--- config.mk ---
export PLATFORM = sky130hd
export DESIGN_NAME = combo_lock_n_flat
export DESIGN_NICKNAME = d
export VERILOG_FILES = /design/src/rtl/combo_lock_n_if.sv /design/src/rtl/combo_lock_n.sv /design/src/flat_wrapper.sv
export SDC_FILE = /design/constraint.sdc
export NUM_CORES = 1
export LEC_CHECK = 0
export BUFFER_PORTS_ARGS = -buffer_cell sky130_fd_sc_hd__buf_4
export CORE_ASPECT_RATIO = 0.9
export CORE_MARGIN = 2
export CORE_UTILIZATION = 55
export DETAILED_ROUTE_END_ITERATION = 10
export PLACE_DENSITY = 0.81
export SLEW_MARGIN = 15
export SYNTH_ARGS = -nofsm -noshare
export SYNTH_HDL_FRONTEND = slang
export SYNTH_SLANG_ARGS = --single-unit
--- constraint.sdc ---
create_clock -name clk -period 5.6 [get_ports clk]
set_clock_uncertainty 0.2 [all_clocks]
set_input_delay 0.56 -clock clk [delete_from_list [all_inputs] [get_ports clk]]
set_output_delay 0.56 -clock clk [all_outputs]
set_load 0.05 [all_outputs]
--- src/rtl/combo_lock_n_if.sv ---
// rtl/combo_lock_n_if.sv - button, code and status bundle of the combination lock
interface combo_lock_n_if #(
   parameter int DIGITS    = 4,
   parameter int DIGIT_W   = 4,
   parameter int MAX_TRIES = 3
);
   localparam int IDX_W  = (DIGITS > 1) ? $clog2(DIGITS) : 1;
   localparam int FAIL_W = $clog2(MAX_TRIES + 1);

   logic                      next_btn;
   logic                      enter_btn;
   logic [DIGITS*DIGIT_W-1:0] code;
   logic [DIGIT_W-1:0]        digit;
   logic [IDX_W-1:0]          digit_idx;
   logic                      unlocked;
   logic                      locked_out;
   logic [FAIL_W-1:0]         fail_cnt;
   logic [1:0]                state;

   // board side: drives raw buttons and the secret code, watches status
   modport master (
      output next_btn, enter_btn, code,
      input  digit, digit_idx, unlocked, locked_out, fail_cnt, state
   );

   // lock side
   modport slave (
      input  next_btn, enter_btn, code,
      output digit, digit_idx, unlocked, locked_out, fail_cnt, state
   );
endinterface

--- src/rtl/combo_lock_n.sv ---
// rtl/combo_lock_n.sv - two-button combination lock with lockout; optional COMBO_LOCK_AUTO_RELOCK_EN
module combo_lock_n #(
   parameter int DIGITS         = 4,
   parameter int DIGIT_W        = 4,
   parameter int MAX_TRIES      = 3,
   parameter int LOCKOUT_CYCLES = 1000,
   parameter int RELOCK_CYCLES  = 5000
) (
   input  logic          clk,
   input  logic          rst_n,
   combo_lock_n_if.slave bus
);
   localparam int IDX_W  = (DIGITS > 1) ? $clog2(DIGITS) : 1;
   localparam int FAIL_W = $clog2(MAX_TRIES + 1);
   localparam int LCNT_W = (LOCKOUT_CYCLES > 1) ? $clog2(LOCKOUT_CYCLES) : 1;
   localparam logic [IDX_W-1:0]  IDX_LAST = IDX_W'(DIGITS - 1);
   localparam logic [LCNT_W-1:0] LCNT_END = LCNT_W'(LOCKOUT_CYCLES - 1);
   localparam logic [FAIL_W-1:0] FAIL_MAX = FAIL_W'(MAX_TRIES);

   typedef enum logic [1:0] {
      ST_ENTRY    = 2'd0,
      ST_UNLOCKED = 2'd1,
      ST_LOCKOUT  = 2'd2,
      ST_BAD      = 2'd3
   } state_t;

   state_t             r_state;
   logic [2:0]         r_next_sync;
   logic [2:0]         r_enter_sync;
   logic [DIGIT_W-1:0] r_digit;
   logic [IDX_W-1:0]   r_idx;
   logic [FAIL_W-1:0]  r_fail_cnt;
   logic               r_mismatch;
   logic [LCNT_W-1:0]  r_lock_cnt;

   logic               w_next_pulse;
   logic               w_enter_pulse;
   logic [DIGIT_W-1:0] w_code_digit;
   logic               w_neq;
   logic               w_fail;

`ifdef COMBO_LOCK_AUTO_RELOCK_EN
   localparam int RCNT_W = (RELOCK_CYCLES > 1) ? $clog2(RELOCK_CYCLES) : 1;
   localparam logic [RCNT_W-1:0] RCNT_END = RCNT_W'(RELOCK_CYCLES - 1);
   logic [RCNT_W-1:0] r_relock_cnt;
`endif

   // bit 0/1 synchronise the raw level, bit 2 is the previous synchronised value
   always_ff @(posedge clk or negedge rst_n) begin
      if (!rst_n) begin
         r_next_sync  <= '0;
         r_enter_sync <= '0;
      end else begin
         r_next_sync  <= {r_next_sync[1:0], bus.next_btn};
         r_enter_sync <= {r_enter_sync[1:0], bus.enter_btn};
      end
   end

   assign w_next_pulse  = r_next_sync[1] & ~r_next_sync[2];
   assign w_enter_pulse = r_enter_sync[1] & ~r_enter_sync[2];

   assign w_code_digit = bus.code[int'(r_idx)*DIGIT_W +: DIGIT_W];
   assign w_neq        = (w_code_digit != r_digit);
   // verdict of the whole attempt once the last digit is committed
   assign w_fail       = r_mismatch | w_neq;

   // lock FSM: digit entry, verdict, lockout timer and (optionally) relock timer
   always_ff @(posedge clk or negedge rst_n) begin
      if (!rst_n) begin
         r_state    <= ST_ENTRY;
         r_digit    <= '0;
         r_idx      <= '0;
         r_fail_cnt <= '0;
         r_mismatch <= 1'b0;
         r_lock_cnt <= '0;
`ifdef COMBO_LOCK_AUTO_RELOCK_EN
         r_relock_cnt <= '0;
`endif
      end else begin
         case (r_state)
            ST_ENTRY: begin
               // enter has priority; a coincident next is dropped
               if (w_enter_pulse) begin
                  r_digit <= '0;
                  if (r_idx < IDX_LAST) begin
                     r_idx      <= r_idx + 1'b1;
                     r_mismatch <= w_fail;
                  end else begin
                     r_idx      <= '0;
                     r_mismatch <= 1'b0;
                     if (!w_fail) begin
                        r_state    <= ST_UNLOCKED;
                        r_fail_cnt <= '0;
`ifdef COMBO_LOCK_AUTO_RELOCK_EN
                        r_relock_cnt <= '0;
`endif
                     end else if ((int'(r_fail_cnt) + 1) < MAX_TRIES) begin
                        r_fail_cnt <= r_fail_cnt + 1'b1;
                     end else begin
                        r_fail_cnt <= FAIL_MAX;
                        r_state    <= ST_LOCKOUT;
                        r_lock_cnt <= '0;
                     end
                  end
               end else if (w_next_pulse) begin
                  r_digit <= r_digit + 1'b1;
               end
            end
            ST_UNLOCKED: begin
               if (w_enter_pulse) begin
                  r_state <= ST_ENTRY;
                  r_digit <= '0;
                  r_idx   <= '0;
`ifdef COMBO_LOCK_AUTO_RELOCK_EN
                  r_relock_cnt <= '0;
               end else if (r_relock_cnt == RCNT_END) begin
                  r_state      <= ST_ENTRY;
                  r_digit      <= '0;
                  r_idx        <= '0;
                  r_relock_cnt <= '0;
               end else begin
                  r_relock_cnt <= r_relock_cnt + 1'b1;
`endif
               end
            end
            ST_LOCKOUT: begin
               // buttons are ignored here; pulses are simply lost
               if (r_lock_cnt == LCNT_END) begin
                  r_state    <= ST_ENTRY;
                  r_fail_cnt <= '0;
                  r_lock_cnt <= '0;
               end else begin
                  r_lock_cnt <= r_lock_cnt + 1'b1;
               end
            end
            default: begin
               r_state <= ST_ENTRY;
               r_digit <= '0;
               r_idx   <= '0;
            end
         endcase
      end
   end

   assign bus.digit      = r_digit;
   assign bus.digit_idx  = r_idx;
   assign bus.fail_cnt   = r_fail_cnt;
   assign bus.state      = r_state;
   assign bus.unlocked   = (r_state == ST_UNLOCKED);
   assign bus.locked_out = (r_state == ST_LOCKOUT);
endmodule

--- src/flat_wrapper.sv ---
// flat-port wrapper written by rule: the top's interface ports become plain ports
module combo_lock_n_flat 
#(
   parameter int DIGITS         = 4,
   parameter int DIGIT_W        = 4,
   parameter int MAX_TRIES      = 3,
   parameter int LOCKOUT_CYCLES = 1000,
   parameter int RELOCK_CYCLES  = 5000
)
  (clk, rst_n, bus_next_btn, bus_enter_btn, bus_code, bus_digit, bus_digit_idx, bus_unlocked, bus_locked_out, bus_fail_cnt, bus_state);
  combo_lock_n_if #(.DIGITS(DIGITS), .DIGIT_W(DIGIT_W), .MAX_TRIES(MAX_TRIES)) bus_i ();
  input  logic clk;
  input  logic rst_n;
  input wire logic [$bits(bus_i.next_btn)-1:0] bus_next_btn;
  input wire logic [$bits(bus_i.enter_btn)-1:0] bus_enter_btn;
  input wire logic [$bits(bus_i.code)-1:0] bus_code;
  output wire logic [$bits(bus_i.digit)-1:0] bus_digit;
  output wire logic [$bits(bus_i.digit_idx)-1:0] bus_digit_idx;
  output wire logic [$bits(bus_i.unlocked)-1:0] bus_unlocked;
  output wire logic [$bits(bus_i.locked_out)-1:0] bus_locked_out;
  output wire logic [$bits(bus_i.fail_cnt)-1:0] bus_fail_cnt;
  output wire logic [$bits(bus_i.state)-1:0] bus_state;
  assign bus_i.next_btn = bus_next_btn;
  assign bus_i.enter_btn = bus_enter_btn;
  assign bus_i.code = bus_code;
  assign bus_digit = bus_i.digit;
  assign bus_digit_idx = bus_i.digit_idx;
  assign bus_unlocked = bus_i.unlocked;
  assign bus_locked_out = bus_i.locked_out;
  assign bus_fail_cnt = bus_i.fail_cnt;
  assign bus_state = bus_i.state;
  combo_lock_n #(.DIGITS(DIGITS), .DIGIT_W(DIGIT_W), .MAX_TRIES(MAX_TRIES), .LOCKOUT_CYCLES(LOCKOUT_CYCLES), .RELOCK_CYCLES(RELOCK_CYCLES)) u_core (.clk(clk), .rst_n(rst_n), .bus(bus_i));
endmodule
==> results.json, run 1 <==
{
  "status": "complete, but fails checks",
  "failed_checks": "design-rule violations",
  "synth_area_per_cell_um2": 10.1,
  "min_from": "bus_enter_btn",
  "slowest_delay_ns": 0.60,
  "area_growth_pct": 18.0,
  "clkPwrFrac_pct": 11.0,
  "rsz0062_at_grt": "no",
  "clk_pin_slew_ns": 0.14,
  "diodes": 0,
  "synth_seq_area_share_pct": 45.6,
  "worst_slew_pin_slew_ns": 0.866,
  "drt_first_pass_iters": 7,
  "drive_gt1_share_pct": 25.6,
  "worst_setup_path_end_kind": "primary output",
  "finalPower_uw": 773,
  "synth_top_cell_area_share_pct": 45.6,
  "placed_area_mm2": 0.00171,
  "viasPerCell": 5.90,
  "grt_pass1_wl_um": 5260,
  "synth_warnings": 0,
  "worstSkewPairLatency_ns": 0.32,
  "die_w_um": 58.7,
  "tritoncts": "built",
  "crit_required_ns": 4.84,
  "swShare_pct": 44.8,
  "pwr-share-comb_pct": 46.0,
  "cts_resized": 0,
  "min_to": "u_core.r_enter_sync[0]",
  "clockBufferDepth": 2,
  "numClockSinks": 27,
  "ff2ff_setup_slack_ns": 2.98,
  "synth_top_cell_by_area": "dfrtp_1",
  "dieArea_mm2": 0.00313,
  "hpwlAfterDp_um": 2370,
  "fin_area_mm2": 0.00175,
  "cp-start-kind": "flop",
  "multiInputGateArea_um2": 754,
  "ant_nets": 0,
  "crit_buf_inv": 2,
  "synth_ff_type": "dfrtp_1",
  "numCtsBuffers": 3,
  "regArea_um2": 676,
  "synthMostInstantiatedCell": "dfrtp_1",
  "synth_common_cells": "dfrtp_1, nand2_1, a21oi_1, nor2_1, o21ai_0",
  "antenna_found_initial": 0,
  "cp_top_family": "buffers and inverters",
  "cp_slowest_cell": "nand2b_1",
  "p_leak_nw": 0.768,
  "finalHoldViolCount": 0,
  "fmax_mhz": 345,
  "gp_congestion": 0.814,
  "synthCells": 147,
  "drcViolationCount": 5,
  "fillers": 193,
  "h-tree-depth": 1,
  "final_nets": 200,
  "core_region_area_mm2": 0.00251,
  "worst_r2r_endpoint": "u_core.r_lock_cnt[7]",
  "setup_viol": 0,
  "slew_violations": 0,
  "drt_iter0_markers": 47,
  "powerDensity_mw_per_mm2": 442,
  "io_pins": 32,
  "grt_pass1_vias": 1213,
  "synth_area_mm2": 0.00148,
  "wirelength_um": 3090,
  "worst-path-max-fanout": 19,
  "ys_ff_latch": 27,
  "ir_worst_vdd_mv": 0.305,
  "die_y_um": 53.3,
  "num_rows": 17,
  "groute.usage.overall_pct": 22.6,
  "hold_depth": 1,
  "synthArstFlopShare_pct": 100,
  "postCtsHoldBufs": 1,
  "syn-num-nets": 170,
  "wl_per_cell_um": 15.2,
  "p_int_uw": 427,
  "switching_power_uw": 346,
  "arrival_ns": 2.14,
  "share_seq_of_total_power_pct": 43.0,
  "setup_tns_ns": 0,
  "drv_cap": 0,
  "max-slew-margin-rel_pct": 41.5,
  "path_class": "reg2out",
  "hold_class": "in2reg",
  "synth_cell_type_count": 41,
  "synth_edf_count": 0,
  "overflow": 0,
  "final.min_clock_period_ns": 2.90,
  "startpoint": "u_core.bus.state[0]",
  "grt_max_degree": 28,
  "start_util_pct": 59.1,
  "rr_worst_depth": 5,
  "vias": 1204,
  "cp_cell_sequence": "nand2b_1 > clkinv_1 > buf_4",
  "clock-root-buffer": "clkbuf_4",
  "postCtsSetupBuffers": 0,
  "portBuffers": 31,
  "min_period_over_period_pct": 51.7,
  "synthTopCellsByArea": "dfrtp_1, mux4_2, nand2_1, a21oi_1, mux2i_1",
  "r2r-start": "u_core.bus.digit_idx[0]"
}
[area by class of cell]
| cell class | instances | area share [%] |
|---|---|---|
| tap | 28 | 2.00 |
| inverter | 3 | 0.644 |
| timing repair buffer | 32 | 13.9 |
| clock inverter | 1 | 0.429 |
| clock buffer | 3 | 1.29 |
| sequential | 27 | 38.6 |
| multi-input combinational | 110 | 43.1 |
[state kept, by name, summed over array words and instances (netlist names)]
register / count
u_core.r_next_sync: 3
u_core.r_enter_sync: 3
u_core.bus.digit: 4
u_core.bus.state: 2
u_core.bus.digit_idx: 2
u_core.r_mismatch: 1
u_core.bus.fail_cnt: 2
u_core.r_lock_cnt: 10
[routing by layer]
layer | GRT usage, % | wire length [µm]
met1 | 25.4 | 1290
met2 | 43.9 | 1570
met3 | 4.40 | 219
met4 | 4.55 | 12
met5 | 0 | 0
[kinds of logic (layout without fill, tap and decap cells)]
kind of cell	Yosys count	count (layout)	share of synthesized area, %
AOI/OAI and AO/OA	33	33	15.2
xor gates and xnor gates	5	5	2.95
adders and majority gates	3	3	2.53
buffers and inverters	10	39	3.54
DFF	27	27	45.6
muxes	8	8	8.02
and+or+nand+nor	61	61	22.2
[metrics by stage]
stage          hold slack, ns  util, %  worst slack (ns)  std cells
6_report                0.127     69.7              2.70        204
3_5_place_dp            0.137     68.1              3.00        199
5_1_grt                 0.106     69.7              2.57        204
4_1_cts                 0.111     69.7              2.70        204
2_1_floorplan          0.0644        -              2.84        147
3_3_place_gp            0.135     68.1              3.05        199
[power by group through the flow]
stage / combinational (mW) / sequential, mW / clock (mW)
after floorplan: 0.243 / 0.367 / 0
after global placement: 0.344 / 0.329 / 0
after detailed placement: 0.358 / 0.336 / 0
after CTS: 0.359 / 0.332 / 0.0892
after global routing: 0.391 / 0.347 / 0.0931
final: 0.355 / 0.333 / 0.0850
[how the worst max path moves through the flow]
stage	endpoint	slack, ns	depth (start not counted)
floorplan	u_core.bus.state[1]	2.84	7
global route	bus_locked_out	2.57	3
finish	bus_locked_out	2.70	3
detailed placement	u_core.r_lock_cnt[7]	3.00	6
CTS	bus_locked_out	2.70	3
global placement	u_core.r_lock_cnt[7]	3.05	6
[cell usage in the layout (no fill, tap or decap), drive strengths merged, types with 2 or more instances in the layout]
cell type  netlist  final
inv              2      2
o21ai            9      9
nor2             9      9
a22o             2      2
xor2             3      3
nand4            2      2
o22ai            5      5
and2             4      4
a22oi            2      2
nor3b            2      2
buf              2     31
ha               3      3
xnor2            2      2
dfrtp           27     27
mux4             3      3
nand2b           3      3
nand2           15     15
a21oi            9      9
nor2b            5      5
mux2i            4      4
clkbuf           5      3
nor3             3      3
or3              2      2
nand3            7      7
or2              2      2
(Power assumes the default switching activity.)
==> inputs of run 2 (changes only) <==
Settings changed: CORE_UTILIZATION 55 to 48, PLACE_DENSITY 0.81 to 0.75.
Clock period 5.6 ns to 2.65 ns, I/O delays scaled along.
==> results.json, run 2 (synthesis results as in run 1) <==
{
  "dieArea_mm2": 0.00355,
  "num_rows": 19,
  "clock-root-buffer": "clkbuf_4",
  "dp.cells": 215,
  "clk_pin_slew_ns": 0.15,
  "path_class": "reg2reg",
  "diodes": 0,
  "clockBufferDepth": 2,
  "min_period_over_period_pct": 93.6,
  "cp-start-kind": "flop",
  "mostFrequentLayoutCell": "buf_4",
  "arrival_ns": 2.53,
  "fin_util_pct": 60.1,
  "postCtsHoldBufs": 3,
  "rsz0062_at_grt": "no",
  "grt_pass1_vias": 1187,
  "grt_max_degree": 28,
  "largest_reg_flops": 10,
  "viasPerCell": 5.59,
  "slowest_delay_ns": 0.55,
  "antenna_found_initial": 0,
  "cp_slowest_cell": "mux4_2",
  "regArea_um2": 678,
  "final.min_clock_period_ns": 2.48,
  "tritoncts": "built",
  "setup_viol": 0,
  "final_nets": 204,
  "drive_gt1_share_pct": 26.7,
  "numClockSinks": 27,
  "h-tree-depth": 1,
  "cp_cell_sequence": "mux4_2 > xor2_1 > a2111o_1 > and4bb_4 > a221oi_2",
  "slew_violations": 0,
  "worstSkewPairLatency_ns": 0.33,
  "fmax_mhz": 403,
  "start_util_pct": 49.5,
  "drv_cap": 0,
  "die_w_um": 62.6,
  "final_cell_mix": "buf_4, dfrtp_1, nand2_1, a21oi_1, nor2_1",
  "layoutNonFillerInstCount": 222,
  "cts_resized": 0,
  "numCtsBuffers": 3,
  "io_pins": 32,
  "groute.usage.overall_pct": 19.2,
  "wl_per_cell_um": 13.8,
  "drcViolationCount": 0,
  "ant_nets": 0,
  "multiInputGateArea_um2": 754,
  "drt_first_pass_iters": 4,
  "max-slew-margin-rel_pct": 58.5,
  "largest-register": "u_core.r_lock_cnt",
  "core_region_area_mm2": 0.00300,
  "finalHoldViolCount": 0,
  "fillers": 284,
  "drt_iter0_markers": 61,
  "area_growth_pct": 21.4,
  "timing.hold.ws_ns": 0.159,
  "portBuffers": 31,
  "p_leak_nw": 0.786,
  "gp_congestion": 0.822,
  "worst_setup_path_end_kind": "flop",
  "worst_slew_pin_slew_ns": 0.616,
  "postCtsSetupBuffers": 0,
  "status": "finished clean",
  "crit_required_ns": 2.71,
  "worst-path-max-fanout": 11,
  "overflow": 0,
  "ir_worst_vdd_mv": 0.494,
  "setup_tns_ns": 0,
  "grt_pass1_wl_um": 5370,
  "powerDensity_mw_per_mm2": 912,
  "vias": 1241,
  "wirelength_um": 3060,
  "die_y_um": 56.7,
  "hpwlAfterDp_um": 2270,
  "hold_class": "in2async"
}
run 2: final timing paths:
| check | slack, ns | end | cells past startpoint | start |
|---|---|---|---|---|
| min in group clk | 0.17 | u_core.r_next_sync[1] | 0 | u_core.r_next_sync[0] |
| min | 0.16 | u_core.r_lock_cnt[7] | 2 | rst_n |
| max in group asynchronous | 1.81 | u_core.bus.digit_idx[0] | 2 | rst_n |
| max reg2reg | 0.17 | u_core.r_lock_cnt[7] | 5 | u_core.bus.digit_idx[0] |
| max | 0.17 | u_core.r_lock_cnt[7] | 5 | u_core.bus.digit_idx[0] |
| min reg2reg | 0.17 | u_core.r_next_sync[1] | 0 | u_core.r_next_sync[0] |
run 2: power breakdown:
group	leakage, nW	total [mW]	internal, mW	switching, mW
Combinational	0.438	0.762	0.327	0.435
Sequential	0.332	0.703	0.531	0.172
Clock	0.0150	0.178	0.0590	0.119
run 2: cell type report:
cell class,count,share of cell area [%]
flip-flops and latches,27,37.7
inverters,3,0.625
repair buffers,36,15.4
multi-input cells,110,41.9
clock buffers,4,1.46
well taps,42,2.92
run 2: through the flow:
step / instance area (µm²) / setup slack, ns / total power [mW]
global placement: 1740 / 0.241 / 1.43
floorplan: 1490 / 0.0402 / 1.29
global route: 1800 / 0.0677 / 1.76
CTS: 1800 / 0.147 / 1.65
detailed placement: 1740 / 0.165 / 1.47
finish: 1800 / 0.171 / 1.64
run 2: routing by layer:
metal	vias to the layer above	part of all wire, %	GRT usage, %
met4	0	1.3	8.89
li1	600	-	-
met1	603	46	23.6
met3	4	5.4	4.61
met5	-	0	0
met2	34	48	32.1
run 2: worst max-delay path: cells and delay by family (launching register included):
family / cells / cell delay, ns
DFF: 1 / 0.50
and+or+nand+nor: 1 / 0.28
AOI/OAI and AO/OA: 2 / 0.71
xor gates and xnor gates: 1 / 0.16
muxes: 1 / 0.55
==> inputs of run 3 (changes only) <==
Settings changed: BUFFER_PORTS_ARGS -buffer_cell sky130_fd_sc_hd__buf_4 to not set, CORE_UTILIZATION 48 to 55, DONT_BUFFER_PORTS set to 1, PLACE_DENSITY 0.75 to 0.73.
==> results.json, run 3 (synthesis results as in run 1) <==
{
  "setup_tns_ns": 0,
  "clk_pin_slew_ns": 0.15,
  "finalHoldViolCount": 0,
  "p_leak_nw": 0.698,
  "failed_checks": "design-rule violations",
  "clock-root-buffer": "clkbuf_4",
  "fin_util_pct": 65.8,
  "largest-register": "u_core.r_lock_cnt",
  "place_ws_ns": 0.193,
  "ir_worst_vdd_mv": 0.513,
  "clockBufferDepth": 2,
  "rsz0062_at_grt": "no",
  "fmax_mhz": 404,
  "drt_first_pass_iters": 7,
  "wl_per_cell_um": 16.1,
  "dp.cells": 180,
  "drt_iter0_markers": 39,
  "ant_nets": 0,
  "area_growth_pct": 11.3,
  "gp_congestion": 0.862,
  "final_nets": 184,
  "hpwlAfterDp_um": 2250,
  "min_period_over_period_pct": 93.4,
  "placed_area_mm2": 0.00157,
  "slowest_delay_ns": 0.53,
  "mostFrequentLayoutCell": "dfrtp_1",
  "numCtsBuffers": 3,
  "viasPerCell": 6.23,
  "max-slew-margin-rel_pct": 53.1,
  "rr_worst_depth": 5,
  "path_depth": 5,
  "antenna_found_initial": 0,
  "fin_ws_ns": 0.175,
  "drcViolationCount": 3,
  "worst_setup_path_end_kind": "flop",
  "layoutNonFillerInstCount": 188,
  "cp_cell_sequence": "mux4_2 > xor2_1 > a2111o_1 > and4bb_4 > a221oi_2",
  "crit_required_ns": 2.71,
  "dieArea_mm2": 0.00313,
  "die_w_um": 58.7,
  "fin_area_mm2": 0.00165,
  "powerDensity_mw_per_mm2": 993,
  "numClockSinks": 27,
  "arrival_ns": 2.54,
  "vias": 1171,
  "cp_top_family": "compound AO/OA/AOI/OAI gates",
  "final.min_clock_period_ns": 2.48,
  "path_class": "reg2reg",
  "status": "complete, but fails checks",
  "h-tree-depth": 1,
  "core_region_area_mm2": 0.00251,
  "slew_violations": 0,
  "wirelength_um": 3020,
  "num_rows": 17,
  "drv_cap": 0,
  "crit_buf_inv": 0,
  "start_util_pct": 59.1,
  "worstSkewPairLatency_ns": 0.34,
  "overflow": 0,
  "grt_pass1_wl_um": 5240,
  "hold_class": "in2async",
  "cp-start-kind": "flop",
  "diodes": 0,
  "die_y_um": 53.3,
  "worst_slew_pin_slew_ns": 0.696,
  "cts_resized": 0,
  "portBuffers": 0,
  "largest_reg_flops": 10,
  "final_cell_mix": "dfrtp_1, nand2_1, buf_4, a21oi_1, nor2_1",
  "grt_pass1_vias": 1179,
  "io_pins": 32,
  "drive_gt1_share_pct": 18.1,
  "cp_slowest_cell": "mux4_2",
  "setup_viol": 0,
  "postCtsSetupBuffers": 0,
  "tritoncts": "built",
  "groute.usage.overall_pct": 22.3,
  "worst-path-max-fanout": 11,
  "grt_max_degree": 28
}
==> run 3: changes by cell type in the layout (fill, tap and decap cells not counted), sizes merged <==
cell	previous run	this run
buf	33	13
inv	2	3
clkbuf	4	3
==> run 3: path summary, 6_finish.rpt <==
| path | from | to | slack [ns] |
|---|---|---|---|
| worst max register to register | u_core.bus.digit_idx[0] | u_core.r_lock_cnt[7] | 0.17 |
| worst max-delay path | u_core.bus.digit_idx[0] | u_core.r_lock_cnt[7] | 0.17 |
| worst min register to register | u_core.r_next_sync[0] | u_core.r_next_sync[1] | 0.17 |
| min in group clk | u_core.r_next_sync[0] | u_core.r_next_sync[1] | 0.17 |
| max in group asynchronous | rst_n | u_core.bus.digit_idx[1] | 1.96 |
| worst min-delay path | rst_n | u_core.r_next_sync[0] | 0.12 |
==> run 3: cell type report <==
type,instances,area (µm²)
clock buffers,3,22.5
clock inverters,1,8.76
fillers,201,860
inverters,3,11.3
multi-input cells,110,754
flip-flops and latches,27,678
well taps,28,35.0
repair buffers,16,140
==> run 3: where the power goes <==
group          switching [mW]  internal (mW)
registers               0.184          0.531
logic                   0.427          0.302
clock network           0.133         0.0619
==> run 3: through the flow <==
step | hold slack (ns) | power, mW
global route | 0.128 | 1.75
detailed placement | -0.230 | 1.44
finish | 0.122 | 1.64
global placement | -0.230 | 1.40
floorplan | -0.231 | 1.29
CTS | 0.110 | 1.65
==> run 3: layer usage <==
metal / wire (µm) / track usage (%) / vias to the layer above
li1: - / - / 564
met1: 1310 / 27.2 / 573
met2: 1490 / 38.5 / 30
met3: 180 / 5.62 / 4
met4: 30 / 7.58 / 0
met5: 0 / 0 / -
==> run 3: timing repair <==
item / 4_1_cts / 5_1_grt
hold buffers: 4 / 0
setup endpoints to repair: 0 / 0
hold endpoints to repair: 29 / 0
